===== config.mk =====
export PLATFORM = sky130hd
export DESIGN_NAME = spi_reg_ctrl
export DESIGN_NICKNAME = d
export VERILOG_FILES = /design/src/rtl/spi_reg_ctrl.sv
export SDC_FILE = /design/constraint.sdc
export NUM_CORES = 1
export LEC_CHECK = 0
export CORE_MARGIN = 1.5
export CORE_UTILIZATION = 60
export CTS_CLUSTER_DIAMETER = 100
export DETAILED_ROUTE_END_ITERATION = 6
export DONT_BUFFER_PORTS = 1
export GPL_ROUTABILITY_DRIVEN = 0
export PLACE_DENSITY = 0.76
export SYNTH_ARGS = -nofsm -noshare
export SYNTH_HDL_FRONTEND = slang
export SYNTH_SLANG_ARGS = --single-unit

===== constraint.sdc =====
create_clock -name clk -period 2.6 [get_ports clk]
set_input_delay 0.52 -clock clk [delete_from_list [all_inputs] [get_ports clk]]
set_output_delay 0.52 -clock clk [all_outputs]
set_load 0.05 [all_outputs]

===== src/rtl/spi_reg_ctrl.sv =====
`default_nettype none
// ============================================================================
// Module   : spi_reg_ctrl
// Brief    : SPI command decoder driving auto-incrementing register reads and
//            writes, keeping the byte interface's transmit byte preloaded.
// Revision : 1.0 - initial release
// ============================================================================
module spi_reg_ctrl #(
    parameter int          AW          = 7,
    parameter logic [7:0]  STATUS_BYTE = 8'hA5,
    parameter int          DRAIN       = 4
) (
    input  logic          clk,
    input  logic          rst,
    input  logic          ss,
    input  logic          rx_valid,
    input  logic [7:0]    rx,
    output logic [7:0]    tx,
    output logic [AW-1:0] reg_addr,
    output logic [7:0]    reg_wdata,
    output logic          reg_we,
    output logic          reg_re,
    input  logic [7:0]    reg_rdata,
    output logic          busy,
    output logic          frame_done,
    output logic [7:0]    byte_count
);

    localparam logic [2:0] c_IDLE  = 3'd0;
    localparam logic [2:0] c_CMD   = 3'd1;
    localparam logic [2:0] c_WRITE = 3'd2;
    localparam logic [2:0] c_READ  = 3'd3;
    localparam logic [2:0] c_DRAIN = 3'd4;

    localparam int            c_CW         = $clog2(DRAIN + 1);
    localparam logic [c_CW-1:0] c_DRAIN_LOAD = c_CW'(DRAIN - 1);
    localparam logic [c_CW-1:0] c_CNT_ONE    = c_CW'(1);
    localparam logic [AW-1:0] c_ADDR_ONE   = AW'(1);

    logic [2:0]      r_ss_sync;
    logic [2:0]      r_state;
    logic [2:0]      r_pre;
    logic [c_CW-1:0] r_drain_cnt;
    logic            r_restart;
    logic            r_rd_wait;
    logic [AW-1:0]   r_addr;

    logic            w_ss_fall;
    logic            w_ss_rise;
    logic [2:0]      w_eff;
    logic            w_acc;
    logic [2:0]      w_mode_nxt;
    logic            w_drain_done;
    logic [AW-1:0]   w_cmd_addr;

    assign w_ss_fall  = r_ss_sync[2] & ~r_ss_sync[1];
    assign w_ss_rise  = ~r_ss_sync[2] & r_ss_sync[1];
    assign w_cmd_addr = rx[AW-1:0];

    // Late bytes arriving in DRAIN follow the rules of the state DRAIN was entered from.
    always_comb begin
        w_eff        = (r_state == c_DRAIN) ? r_pre : r_state;
        w_acc        = rx_valid && ((w_eff == c_CMD) || (w_eff == c_WRITE) || (w_eff == c_READ));
        w_mode_nxt   = w_eff;
        if (w_acc && (w_eff == c_CMD)) begin
            w_mode_nxt = rx[7] ? c_READ : c_WRITE;
        end
        w_drain_done = (r_state == c_DRAIN) && (r_drain_cnt == c_CNT_ONE);
    end

    always_ff @(posedge clk) begin
        if (rst) begin
            r_ss_sync   <= 3'b111;
            r_state     <= c_IDLE;
            r_pre       <= c_CMD;
            r_drain_cnt <= '0;
            r_restart   <= 1'b0;
            r_rd_wait   <= 1'b0;
            r_addr      <= '0;
            tx          <= STATUS_BYTE;
            reg_addr    <= '0;
            reg_wdata   <= 8'h00;
            reg_we      <= 1'b0;
            reg_re      <= 1'b0;
            busy        <= 1'b0;
            frame_done  <= 1'b0;
            byte_count  <= 8'h00;
        end else begin
            r_ss_sync  <= {r_ss_sync[1:0], ss};
            reg_we     <= 1'b0;
            reg_re     <= 1'b0;
            frame_done <= 1'b0;
            // A newly accepted byte cancels any read still in flight.
            r_rd_wait  <= reg_re && !w_acc;
            if (r_rd_wait && !w_acc) begin
                tx <= reg_rdata;
            end

            if (w_acc) begin
                if (byte_count != 8'hFF) begin
                    byte_count <= byte_count + 8'd1;
                end
                case (w_eff)
                    c_CMD: begin
                        if (rx[7]) begin
                            reg_re   <= 1'b1;
                            reg_addr <= w_cmd_addr;
                            r_addr   <= w_cmd_addr + c_ADDR_ONE;
                        end else begin
                            r_addr   <= w_cmd_addr;
                            tx       <= rx;
                        end
                    end
                    c_WRITE: begin
                        reg_we    <= 1'b1;
                        reg_addr  <= r_addr;
                        reg_wdata <= rx;
                        tx        <= rx;
                        r_addr    <= r_addr + c_ADDR_ONE;
                    end
                    default: begin
                        reg_re   <= 1'b1;
                        reg_addr <= r_addr;
                        r_addr   <= r_addr + c_ADDR_ONE;
                    end
                endcase
            end

            case (r_state)
                c_IDLE: begin
                    if (w_ss_fall) begin
                        r_state    <= c_CMD;
                        byte_count <= 8'h00;
                        busy       <= 1'b1;
                    end
                end
                c_CMD, c_WRITE, c_READ: begin
                    if (w_ss_rise) begin
                        r_state     <= c_DRAIN;
                        r_pre       <= w_mode_nxt;
                        r_drain_cnt <= c_DRAIN_LOAD;
                        r_restart   <= 1'b0;
                    end else begin
                        r_state <= w_mode_nxt;
                    end
                end
                c_DRAIN: begin
                    r_pre <= w_mode_nxt;
                    if (w_ss_fall) begin
                        r_restart <= 1'b1;
                    end else if (w_ss_rise) begin
                        r_restart <= 1'b0;
                    end
                    if (w_drain_done) begin
                        frame_done <= 1'b1;
                        tx         <= STATUS_BYTE;
                        r_rd_wait  <= 1'b0;
                        if (r_restart || w_ss_fall) begin
                            r_state    <= c_CMD;
                            byte_count <= 8'h00;
                            busy       <= 1'b1;
                        end else begin
                            r_state <= c_IDLE;
                            busy    <= 1'b0;
                        end
                    end else begin
                        r_drain_cnt <= r_drain_cnt - c_CNT_ONE;
                    end
                end
                default: begin
                    r_state <= c_IDLE;
                    busy    <= 1'b0;
                end
            endcase
        end
    end

endmodule
`default_nettype wire


**Yosys cells after proc, flatten, opt, wreduce, memory -nomap -nowiden**

Cells that the tools add are included.

- Word-level logic and storage cells: 102
- Register bits after elaboration: 56
- Output and inout port bits: 35
- Input port bits: 20

- Reductions and logical operators: 20
- Multiplexer cells: 42
- Add/sub/neg operators: 4
- Equality and inequality tests: 14
- Bitwise operators: 7

Operators with widths:

| operator | number |
|---|---|
| $mux W8 | 10 |
| $pmux W8 S2 | 2 |
| $mux W7 | 4 |
| $mux W3 | 8 |
| $add A7 B1 Y7 const B | 2 |
| $eq A3 B2 Y1 const B | 4 |
| $mux W1 | 12 |
| $pmux W3 S2 | 2 |
| $ne A2 B2 Y1 const B | 5 |
| $eq A3 B1 Y1 const B | 3 |
| $pmux W3 S3 | 1 |
| $add A8 B1 Y8 const B | 1 |
| $ne A8 B8 Y1 const B | 1 |
| $reduce_and A2 Y1 | 4 |
| $reduce_and A3 Y1 | 2 |
| $logic_and A1 B1 Y1 | 5 |
| $not A1 Y1 | 5 |
| $pmux W1 S2 | 2 |
| $reduce_or A2 Y1 | 2 |
| $eq A3 B3 Y1 const B | 1 |
| $logic_not A3 Y1 | 1 |
| $logic_or A1 B1 Y1 | 3 |
| $pmux W1 S3 | 1 |
| $reduce_or A3 Y1 | 1 |
| 4 further kinds | 5 |

**Depth between registers and ports, before layout**

- Depth after elaboration: 14
- Depth in mapped cells: 8
- Mapped depth without buffers: 7

**Worst setup path before layout**

No wires, ideal clock.

- Kind: register to register
- Start: register byte_count[0]
- End: register byte_count[4]
- Path buffers: 0
- Stages on the path, launching flop included: 7
- Slack: 730 ps
- Data required time: 2476 ps
- Library setup time: 124 ps
- Arrival: 1745 ps
- Clock period less this slack: 1870 ps
- Path through: dfxtp_1 ha_1 nand2_1 nor3_1 nor4b_1 xnor2_1 nor2_1

- Word-level cells in the longest chain between the ends: 6
- Elaborated cells on any way between the ends: 8
- Those cells by class: add/sub (1); eq/ne (1); mux (6)

RTL lines:

| item | RTL line | text |
|---|---|---|
| start: declaration | 26 | `output logic [7:0] byte_count` |
| start signal: assignment | 101 | `byte_count <= byte_count + 8'd1;` |
| $add A8 B1 Y8 or $ne A8 B8 Y1 (tied branches) | 101, 100 |  |
| $mux W8 (*) | 100 | `if (byte_count != 8'hFF) begin` |
| $mux W8 (*) | 99 | `if (w_acc) begin` |
| $mux W8 | 158 | `if (r_restart \|\| w_ss_fall) begin` |
| $mux W8 | 154 | `if (w_drain_done) begin` |
| $pmux W8 S2 (*) | 129 | `case (r_state)` |

Every way passes the cells marked *; elsewhere a longest branch is shown, timed or not.
A chain may end at the register's enable or synchronous reset.

**Worst setup path after layout**

- Start: register r_state[0]
- End: register reg_addr[6]

- Word-level cells in the longest chain between the ends: 7
- Elaborated cells on any way between the ends: 11
- Those cells by class: eq/ne (5); mux (2); reduce/logical (4)

RTL lines:

| item | RTL line | text |
|---|---|---|
| start: declaration | 41 | `logic [2:0] r_state;` |
| start signal: assignment | 74 | `r_state <= c_IDLE;` |
| start signal: assignment | 132 | `r_state <= c_CMD;` |
| start signal: assignment | 139 | `r_state <= c_DRAIN;` |
| $eq A3 B3 Y1 | 62 | `w_eff = (r_state == c_DRAIN) ? r_pre : r_state;` |
| $mux W3 (*) | 62 |  |
| $eq A3 B1 Y1 or $eq A3 B2 Y1 (tied branches) | 63, 103 |  |
| $logic_or A1 B1 Y1 (2 in a row) | 63 | `w_acc = rx_valid && ((w_eff == c_CMD) \|\| (w_eff == c_WRITE) \|\| (w_eff == c_READ));` |
| $logic_and A1 B1 Y1 | 63 |  |
| $reduce_and A2 Y1 (no line) | -- |  |
| end signal: assignment | 107 | `reg_addr <= w_cmd_addr;` |
| end signal: assignment | 116 | `reg_addr <= r_addr;` |
| end signal: assignment | 123 | `reg_addr <= r_addr;` |
| end: declaration | 19 | `output logic [AW-1:0] reg_addr,` |

Marked as above.

==> impl_metrics.tcl <==
set metrics [dict create \
    status "finished clean" \
    drt_iter0_markers 158 \
    grt-ovfl-total 0 \
    ys_ff_latch 56 \
    synth_enable_flop_cells 0 \
    crit_path_end_kind "flip-flop" \
    ir_drop_mv 0.407 \
    layout_commonest_cell "dfxtp_1" \
    final_antenna_net_count 0 \
    htree_levels 2 \
    fillers 418 \
    clockBufferDepth 2 \
    post_cts_buffers 0 \
    viasPerCell 6.26 \
    dieArea_sq_mm 0.00523 \
    grt_usage_pct 27.4 \
    most-common-layout-cells "dfxtp_1, nand2_1, nor2_1, a21oi_1, o21ai_0" \
    worstPathRequired_ps 2790 \
    fin_crit_ps 2130 \
    grt_pass1_vias 2341 \
    core_area_sq_mm 0.00466 \
    hold_viol_final 0 \
    synth-main-ff-cell "dfxtp_1" \
    cts.sinks 56 \
    tightest_slew_ps 745 \
    cts_hold_buffers 0 \
    vias 2509 \
    syn_area_per_cell_sq_um 8.23 \
    period_share_pct 82.1 \
    antenna_found_initial 0 \
    ctsResizeCount 0 \
    row_count 25 \
    setup_tns_ps 0 \
    leakage_nw 1.05 \
    syn_area_sq_mm 0.00288 \
    yosys.area.top_type "dfxtp_1" \
    finalSetupViolCount 0 \
    yosys_warnings 0 \
    num_antenna_cells 0 \
    clk_transition_reported_paths_ps 90 \
    die_x_um 72.3 \
    synth.distinct_cells 54 \
    ios 55 \
    port_buffers 0 \
    drv_slew 0 \
    cts_root_buf "clkbuf_8" \
    routed_wl_um 6710 \
    grt_max_degree 42 \
    wl_per_cell_um 16.7 \
    synth_top_area_share_pct 38.9 \
    fmax_ghz 0.469 \
    hp-class "input port to flip-flop" \
    cts_tree "built" \
    rsz0062_at_grt "no" \
    yosysSeqAreaShare_pct 38.9 \
    drcViolationCount 0 \
    startpoint_type "flip-flop" \
    dp.final_hpwl_um 4750 \
    first_pass_iters 5 \
    start_util_pct 61.8 \
    crit_fanout 18 \
    skew_ps 7.83 \
    max_cap_violations 0 \
    maxSlewHeadroom_pct 50.1 \
    cp.arrival_ps 2320 \
    async_reset_ff_share_pct 0 \
    fp.dieH_um 72.3 \
    layout-drive-gt1-share_pct 10.4 \
    power_w 0.00153 \
    syn_inst 350 \
    nets 372 \
    clk_latency_ps 310 \
    syn_nets 375 \
    worstSetupPathType "flip-flop to flip-flop" \
    netlist_top_cells_area "dfxtp_1, nand2_1, nor2_1" \
    syn_to_final_growth_pct 4.34 \
    grt_pass1_wl_um 11100 \
    p_per_area_mw_per_mm2 509 \
    cts_buffers 5 \
]
-- worst max-delay path, cell delays in order, from the launching register on --
cell      delay [ps]
dfxtp_1          440
or4b_4           580
o22a_1           400
o21a_4           370
nor2_1           160
a311oi_2          70
-- sequential cells by signal, summed over array words and instances (netlist names) --
| signal | cells |
|---|---|
| r_ss_sync | 3 |
| r_rd_wait | 1 |
| r_drain_cnt | 3 |
| byte_count | 8 |
| reg_addr | 7 |
| busy | 1 |
| reg_re | 1 |
| r_pre | 3 |
| reg_wdata | 8 |
| tx | 8 |
| reg_we | 1 |
| r_state | 3 |
| frame_done | 1 |
| r_restart | 1 |
| r_addr | 7 |
-- final cells by class --
type / instances / area [sq um] / area share, %
clock buffers: 5 / 68.8 / 2.29
multi-input cells: 263 / 1610 / 53.5
well taps: 54 / 67.6 / 2.25
clock inverters: 2 / 12.5 / 0.416
flip-flops and latches: 56 / 1120 / 37.3
repair buffers: 13 / 97.6 / 3.25
inverters: 8 / 30.0 / 0.999
-- logic make-up (layout without fill, tap and decap cells) --
kind of cell | count (synthesis) | count (layout) | share of synthesized area [%]
AOI/OAI and AO/OA | 92 | 92 | 23.1
xor gates and xnor gates | 13 | 13 | 3.95
adders and majority gates | 5 | 5 | 2.17
buffers and inverters | 31 | 28 | 5.25
DFF | 56 | 56 | 38.9
muxes | 2 | 2 | 0.695
and+or+nand+nor | 151 | 151 | 25.9
-- final timing paths --
kind | endpoint | cells after the start | startpoint | slack (ps)
hold / removal | reg_wdata[3] | 1 | rst | 260
setup reg to reg | reg_addr[6] | 5 | r_state[0] | 470
setup / recovery | reg_addr[6] | 5 | r_state[0] | 470
hold reg to reg | r_ss_sync[1] | 1 | r_ss_sync[0] | 410
-- through the flow --
stage	cells	setup WS (ps)	area, sq um	utilization, %	hold slack [ps]
floorplan	350	730	2880	-	389
global placement	394	570	2930	62.8	392
detailed placement	394	499	2930	62.8	397
CTS	401	481	3010	64.5	253
global route	401	296	3010	64.5	252
finish	401	467	3010	64.5	259
-- layer usage --
layer | global-route usage [%] | wire length, um | vias up
met5 | 0 | 0 | -
met4 | 10.1 | 72 | 0
met3 | 9.03 | 552 | 7
met2 | 42.6 | 3010 | 88
met1 | 35.6 | 3080 | 1164
li1 | - | - | 1250
-- cell usage after synthesis (7+ instances only) --
cell       n
dfxtp_1   56
nand2_1   45
nor2_1    33
a21oi_1   24
o21ai_0   19
nand3_1   17
nor3_1    15
clkbuf_1  12
nand2b_1   9
inv_1      8
xnor2_1    8
a311oi_2   7
-- power breakdown --
group          leakage [nW]  switching, W  internal, W
Clock                0.0400      0.000273     0.000183
Sequential            0.453     0.0000615     0.000876
Combinational         0.558     0.0000810    0.0000548
(Power assumes the default switching activity.)
